[src/rtl/regfile_mp_if.sv]
// Decode/writeback-facing bundle of the multi-port register file: two read
// ports, two write ports and the background-clear handshake.
interface regfile_mp_if #(
  parameter int DATA_W = 32,
  parameter int ADDR_W = 5
);
  logic [ADDR_W-1:0] a1;
  logic [ADDR_W-1:0] a2;
  logic [DATA_W-1:0] rd1;
  logic [DATA_W-1:0] rd2;
  logic              we_a;
  logic [ADDR_W-1:0] wa_a;
  logic [DATA_W-1:0] wd_a;
  logic              we_b;
  logic [ADDR_W-1:0] wa_b;
  logic [DATA_W-1:0] wd_b;
  logic              clr_req;
  logic              clr_busy;
  logic              clr_done;

  modport master (
    output a1, a2, we_a, wa_a, wd_a, we_b, wa_b, wd_b, clr_req,
    input  rd1, rd2, clr_busy, clr_done
  );

  modport slave (
    input  a1, a2, we_a, wa_a, wd_a, we_b, wa_b, wd_b, clr_req,
    output rd1, rd2, clr_busy, clr_done
  );
endinterface

[src/rtl/regfile_mp.sv]
// Parametrised 2-read/2-write register file with optional hardwired zero
// entry, optional write-to-read bypass and a one-entry-per-cycle clear engine.
module regfile_mp #(
  parameter int DATA_W   = 32,
  parameter int ADDR_W   = 5,
  parameter bit ZERO_REG = 1'b1,
  parameter bit BYPASS   = 1'b1
) (
  input logic         clk,
  input logic         rst,
  regfile_mp_if.slave bus
);
  localparam int DEPTH = 1 << ADDR_W;
  localparam logic [ADDR_W-1:0] LAST = {ADDR_W{1'b1}};

  typedef enum logic [1:0] {IDLE, CLEAR, DONE} state_t;

  state_t            state;
  logic [ADDR_W-1:0] ptr;
  logic              busy;
  logic              done;
  logic [DATA_W-1:0] rf [DEPTH];

  // ptr is left at the last entry after a sweep and only rewinds on re-entry.
  always_ff @(posedge clk) begin
    if (rst) begin
      state <= IDLE;
      ptr   <= '0;
      busy  <= 1'b0;
      done  <= 1'b0;
    end else begin
      case (state)
        IDLE: begin
          if (bus.clr_req) begin
            state <= CLEAR;
            ptr   <= '0;
            busy  <= 1'b1;
          end
        end
        CLEAR: begin
          if (ptr == LAST) begin
            state <= DONE;
            busy  <= 1'b0;
            done  <= 1'b1;
          end else begin
            ptr <= ptr + 1'b1;
          end
        end
        DONE: begin
          state <= IDLE;
          done  <= 1'b0;
        end
        default: begin
          state <= IDLE;
          busy  <= 1'b0;
          done  <= 1'b0;
        end
      endcase
    end
  end

  // Port B is written last so it wins an address collision with port A.
  always_ff @(posedge clk) begin
    if (rst) begin
      for (int i = 0; i < DEPTH; i++) begin
        rf[i] <= '0;
      end
    end else if (busy) begin
      rf[ptr] <= '0;
    end else begin
      if (bus.we_a && !(ZERO_REG && (bus.wa_a == '0))) begin
        rf[bus.wa_a] <= bus.wd_a;
      end
      if (bus.we_b && !(ZERO_REG && (bus.wa_b == '0))) begin
        rf[bus.wa_b] <= bus.wd_b;
      end
    end
  end

  function automatic logic [DATA_W-1:0] read_port(input logic [ADDR_W-1:0] a);
    logic [DATA_W-1:0] d;
    d = rf[a];
    if (BYPASS && !busy) begin
      if (bus.we_a && (bus.wa_a == a)) d = bus.wd_a;
      if (bus.we_b && (bus.wa_b == a)) d = bus.wd_b;
    end
    if (ZERO_REG && (a == '0)) d = '0;
    return d;
  endfunction

  assign bus.rd1      = read_port(bus.a1);
  assign bus.rd2      = read_port(bus.a2);
  assign bus.clr_busy = busy;
  assign bus.clr_done = done;
endmodule
[src/flat_wrapper.sv]
// flat-port wrapper written by rule: the top's interface ports become plain ports
module regfile_mp_flat 
#(
  parameter int DATA_W   = 32,
  parameter int ADDR_W   = 5,
  parameter bit ZERO_REG = 1'b1,
  parameter bit BYPASS   = 1'b1
)
  (clk, rst, bus_a1, bus_a2, bus_we_a, bus_wa_a, bus_wd_a, bus_we_b, bus_wa_b, bus_wd_b, bus_clr_req, bus_rd1, bus_rd2, bus_clr_busy, bus_clr_done);
  regfile_mp_if #(.DATA_W(DATA_W), .ADDR_W(ADDR_W)) bus_i ();
  input logic clk;
  input logic rst;
  input wire logic [$bits(bus_i.a1)-1:0] bus_a1;
  input wire logic [$bits(bus_i.a2)-1:0] bus_a2;
  input wire logic [$bits(bus_i.we_a)-1:0] bus_we_a;
  input wire logic [$bits(bus_i.wa_a)-1:0] bus_wa_a;
  input wire logic [$bits(bus_i.wd_a)-1:0] bus_wd_a;
  input wire logic [$bits(bus_i.we_b)-1:0] bus_we_b;
  input wire logic [$bits(bus_i.wa_b)-1:0] bus_wa_b;
  input wire logic [$bits(bus_i.wd_b)-1:0] bus_wd_b;
  input wire logic [$bits(bus_i.clr_req)-1:0] bus_clr_req;
  output wire logic [$bits(bus_i.rd1)-1:0] bus_rd1;
  output wire logic [$bits(bus_i.rd2)-1:0] bus_rd2;
  output wire logic [$bits(bus_i.clr_busy)-1:0] bus_clr_busy;
  output wire logic [$bits(bus_i.clr_done)-1:0] bus_clr_done;
  assign bus_i.a1 = bus_a1;
  assign bus_i.a2 = bus_a2;
  assign bus_i.we_a = bus_we_a;
  assign bus_i.wa_a = bus_wa_a;
  assign bus_i.wd_a = bus_wd_a;
  assign bus_i.we_b = bus_we_b;
  assign bus_i.wa_b = bus_wa_b;
  assign bus_i.wd_b = bus_wd_b;
  assign bus_i.clr_req = bus_clr_req;
  assign bus_rd1 = bus_i.rd1;
  assign bus_rd2 = bus_i.rd2;
  assign bus_clr_busy = bus_i.clr_busy;
  assign bus_clr_done = bus_i.clr_done;
  regfile_mp #(.DATA_W(DATA_W), .ADDR_W(ADDR_W), .ZERO_REG(ZERO_REG), .BYPASS(BYPASS)) u_core (.clk(clk), .rst(rst), .bus(bus_i));
endmodule
[config.mk]
export PLATFORM = sky130hd
export DESIGN_NAME = regfile_mp_flat
export DESIGN_NICKNAME = d
export VERILOG_FILES = /design/src/rtl/regfile_mp_if.sv /design/src/rtl/regfile_mp.sv /design/src/flat_wrapper.sv
export SDC_FILE = /design/constraint.sdc
export NUM_CORES = 2
export LEC_CHECK = 0
export ABC_AREA = 1
export BUFFER_PORTS_ARGS = -buffer_cell sky130_fd_sc_hd__buf_4
export CORE_MARGIN = 4
export CORE_UTILIZATION = 33
export CTS_BUF_LIST = sky130_fd_sc_hd__clkbuf_4 sky130_fd_sc_hd__clkbuf_8
export DETAILED_ROUTE_END_ITERATION = 8
export PLACE_DENSITY = 0.46
export SYNTH_ARGS = -nofsm -noshare
export SYNTH_HDL_FRONTEND = slang
export SYNTH_SLANG_ARGS = --single-unit
[constraint.sdc]
create_clock -name clk -period 2.95 [get_ports clk]
set_input_delay 0.1475 -clock clk [delete_from_list [all_inputs] [get_ports clk]]
set_output_delay 0.1475 -clock clk [all_outputs]
set_load 0.1 [all_outputs]
==> metrics.json <==
{
  "run_status": {"value": "finished, final reports clean"},
  "synth.yosys.seq_area_share": {"value": 45.0, "unit": "%"},
  "synth-seq-cells": {"value": 1033},
  "syn-cell-area": {"value": 68700, "unit": "um^2"},
  "post-route-drc-count": {"value": 0},
  "post-cts-setup-buffers": {"value": 0},
  "floorplan.die_area": {"value": 216000, "unit": "um^2"},
  "synthFlopType": {"value": "sky130_fd_sc_hd__edfxtp_1"},
  "critical_path_cell_count": {"value": 13},
  "setup.worst_path.start_class": {"value": "primary input"},
  "cts.sink_count": {"value": 1033},
  "irDropWorstVdd": {"value": 0.478, "unit": "mV"},
  "timing.critical_path.slowest_cell_delay": {"value": 0.60, "unit": "ns"},
  "cts_inserted_buffers": {"value": 199},
  "worstSkewPairLatency": {"value": 0.96, "unit": "ns"},
  "row_count": {"value": 167},
  "clkTransAtPathRegs": {"value": 0.07, "unit": "ns"},
  "route.detailed.vias_per_inst": {"value": 5.70},
  "initial_cell_density_of_the_core": {"value": 33.2, "unit": "%"},
  "vias_in_the_first_global_route": {"value": 69600},
  "finalInstanceArea": {"value": 81600, "unit": "um^2"},
  "cp_slowest_cell": {"value": "sky130_fd_sc_hd__dlygate4sd3_1"},
  "drive_above_1_share": {"value": 12.0, "unit": "%"},
  "timing.reg2reg.setup_slack": {"value": 0.10, "unit": "ns"},
  "rsz0062_at_grt": {"value": "true"},
  "drt_wl_total": {"value": 351, "unit": "mm"},
  "fp.dieW": {"value": 464, "unit": "um"},
  "leak_pwr": {"value": 31.1, "unit": "nW"},
  "die_y": {"value": 464, "unit": "um"},
  "mostFrequentLayoutCell": {"value": "sky130_fd_sc_hd__nand2_1"},
  "r2r-end": {"value": "u_core.rf[3][26]"},
  "nets": {"value": 10100},
  "fp.coreArea": {"value": 207000, "unit": "um^2"},
  "fmax": {"value": 0.344, "unit": "GHz"},
  "power.density_cell_area": {"value": 484, "unit": "nW/um^2"},
  "tightest_slew": {"value": 0.749, "unit": "ns"},
  "path_common_cell": {"value": "sky130_fd_sc_hd__nand2_1"},
  "detailedPlacementHpwl": {"value": 233, "unit": "mm"},
  "gp_congestion": {"value": 0.945},
  "postRouteAntennaNets": {"value": 0},
  "synth.lib_cells_used.distinct": {"value": 32},
  "synth-async-reset-ratio": {"value": 0, "unit": "%"},
  "critPathCapture": {"value": "bus_rd1[18]"},
  "layoutNonFillerInstCount": {"value": 12900},
  "drt_first_iter_violations": {"value": 9471},
  "area_delta_synth_final": {"value": 18.7, "unit": "%"},
  "timing.setup.critical_path_class": {"value": "in2out"},
  "finalCriticalPeriod": {"value": 2.91, "unit": "ns"},
  "sequence_of_cells_on_the_critical_path": {"value": "dlygate4sd3_1 -> buf_4 -> inv_1 -> nand2_1 -> nand2_1 -> nor3_4 -> nand3_4 -> nand2_1 -> nand2_4 -> buf_12 -> nand3_1 -> a21oi_4 -> buf_12"},
  "place.port_buffers": {"value": 154},
  "finalClockSkew": {"value": 0.0346, "unit": "ns"},
  "r2r.worst_path.cells": {"value": 12},
  "first_pass_grt_wire_length": {"value": 499, "unit": "mm"},
  "floorplan.io_pins": {"value": 155},
  "maxCapViolations": {"value": 0},
  "worstSetupStartpoint": {"value": "bus_wa_b[0]"},
  "global_route.overflow_total": {"value": 0},
  "route.layer.met1.wl": {"value": 140, "unit": "mm"},
  "critical_path_buf_inv_count": {"value": 5},
  "highest_count_cells_in_the_layout_ignoring_fill_and_taps": {"value": "sky130_fd_sc_hd__nand2_1, sky130_fd_sc_hd__nand3_1, sky130_fd_sc_hd__edfxtp_1"},
  "top_layer": {"value": "met4"},
  "ctsLongestPathBuffers": {"value": 3},
  "syn_inst": {"value": 10000},
  "worst-endpoint-arrival": {"value": 2.76, "unit": "ns"},
  "drv_slew": {"value": 0},
  "yosysWarningCount": {"value": 0},
  "cts_root_buffer": {"value": "sky130_fd_sc_hd__clkbuf_8"},
  "grt_antenna_before_repair": {"value": 4},
  "placed_area": {"value": 76000, "unit": "um^2"},
  "dpl.cell_count": {"value": 12500},
  "grtUsageTotal": {"value": 31.3, "unit": "%"},
  "worst_path_dominant_cell_family": {"value": "buffers and inverters"},
  "setup_viol_count_final": {"value": 0},
  "portion_of_the_clock_cycle_consumed_by_the_worst_path_in_the_final_layout": {"value": 98.6, "unit": "%"},
  "tritoncts_clock_tree": {"value": "done"},
  "syn-mean-instance-area": {"value": 6.85, "unit": "um^2"},
  "wl_met2": {"value": 160, "unit": "mm"},
  "detail_route.first_pass.iterations": {"value": 6},
  "fillerInstances": {"value": 21100},
  "route.detailed.wl_per_inst": {"value": 27.1, "unit": "um"},
  "hold_path.class": {"value": "in2reg"},
  "dr_vias": {"value": 73800},
  "worst_ep_required_time": {"value": 2.80, "unit": "ns"},
  "max-slew-margin-rel": {"value": 50.1, "unit": "%"},
  "grt_max_degree": {"value": 91},
  "count_of_endpoints_failing_hold_in_the_final_timing_report": {"value": 0},
  "routed-wl-met3": {"value": 32.4, "unit": "mm"},
  "worst_hold_startpoint": {"value": "bus_wa_a[3]"},
  "cp-end-kind": {"value": "output pin"},
  "cts_htree_levels": {"value": 4},
  "r2r-start": {"value": "u_core.bus.clr_busy"},
  "synth_enable_flop_cells": {"value": 1024},
  "timing.critical_path.fanout_max": {"value": 16}
}
registers in the layout, indices dropped and copies added, names as in the netlist:
name,cells
u_core.bus.clr_done,1
u_core.rf,1024
u_core.bus.clr_busy,1
u_core.ptr,5
u_core.state,2
what timing repair did:
item	CTS	global route
hold buffers	71	0
endpoints found under the setup margin	214	685
hold endpoints to repair	1001	0
pin swaps	11	9
gates resized for setup	114	136
gates cloned	0	1
how the worst min path moves through the flow:
stage	end	slack, ns	cells after the start
floorplan	u_core.bus.clr_done	0.33	2
global placement	u_core.bus.clr_done	0.43	2
detailed placement	u_core.bus.clr_done	0.44	2
CTS	u_core.rf[9][17]	0.004	5
global route	u_core.rf[9][17]	0.08	5
finish	u_core.rf[20][30]	0.12	6
Yosys cell counts (22+ instances only):
library cell               instances  area [um^2]
sky130_fd_sc_hd__nand2_1        4806        18000
sky130_fd_sc_hd__nand3_1        1842         9220
sky130_fd_sc_hd__edfxtp_1       1024        30700
sky130_fd_sc_hd__o21ai_0         973         4870
sky130_fd_sc_hd__clkbuf_1        849         3190
sky130_fd_sc_hd__buf_1           115          432
sky130_fd_sc_hd__inv_1           104          390
sky130_fd_sc_hd__a21oi_1          70          350
sky130_fd_sc_hd__nand4_1          68          425
sky130_fd_sc_hd__nor2_1           44          165
sky130_fd_sc_hd__o21ai_1          34          170
sky130_fd_sc_hd__buf_2            22          110
cells by family (layout without fill, tap and decap cells):
group                    Yosys count  after routing  synth area share (%)
adder cells (fa/ha/maj)            2              2                0.0364
XOR/XNOR                           3              3                0.0382
AO/OA/AOI/OAI                   1083           1083                  7.91
other                              1             35               0.00546
AND/OR/NAND/NOR                 6791           6791                  40.8
buffers and inverters           1112           1208                  6.15
flip-flops                      1033           1033                  45.0
where the power goes:
part           total, W  internal (W)  switching [W]  leakage (nW)
Combinational   0.00819       0.00221        0.00598          18.5
Clock            0.0142       0.00721        0.00700          1.96
Sequential       0.0171        0.0167       0.000374          10.6
Total            0.0395        0.0261         0.0133          31.1
worst reg2reg max path: cells and delay by family, from the launching register on:
family	cells	cell delay, ns
buffers and inverters	6	1.45
AND/OR/NAND/NOR	4	0.59
flip-flops	1	0.33
AO/OA/AOI/OAI	2	0.26
routing by layer:
layer	vias to the layer above	GRT usage, %
met1	35400	40.3
met3	858	6.15
met2	4307	49.9
li1	33200	-
met5	-	0
met4	0	16.0
area by class of cell:
type | instances | area (um^2) | area share [%]
clock inverters | 93 | 457 | 0.560
well taps | 2788 | 3490 | 4.28
repair buffers | 738 | 8170 | 10.0
diodes | 3 | 7.51 | 0.00920
clock buffers | 265 | 3250 | 3.99
flip-flops and latches | 1033 | 30900 | 37.9
inverters | 112 | 463 | 0.568
multi-input cells | 7911 | 34800 | 42.7
stage by stage:
| step | setup WS (ns) | power (W) | hold slack, ns | utilization (%) | setup TNS (ns) |
|---|---|---|---|---|---|
| 3_5_place_dp | -0.139 | 0.0250 | 0.437 | 36.7 | -11.12 |
| 2_1_floorplan | 0.0462 | 0.0216 | 0.335 | - | 0 |
| 3_3_place_gp | -0.216 | 0.0249 | 0.429 | 36.7 | -26.35 |
| 4_1_cts | -0.0910 | 0.0394 | 0.00381 | 39.1 | -0.236 |
| 6_report | 0.0413 | 0.0395 | 0.124 | 39.4 | 0 |
| 5_1_grt | -0.0243 | 0.0407 | 0.0843 | 39.4 | -0.0404 |
Note: power is estimated with default switching activity, not from simulation.
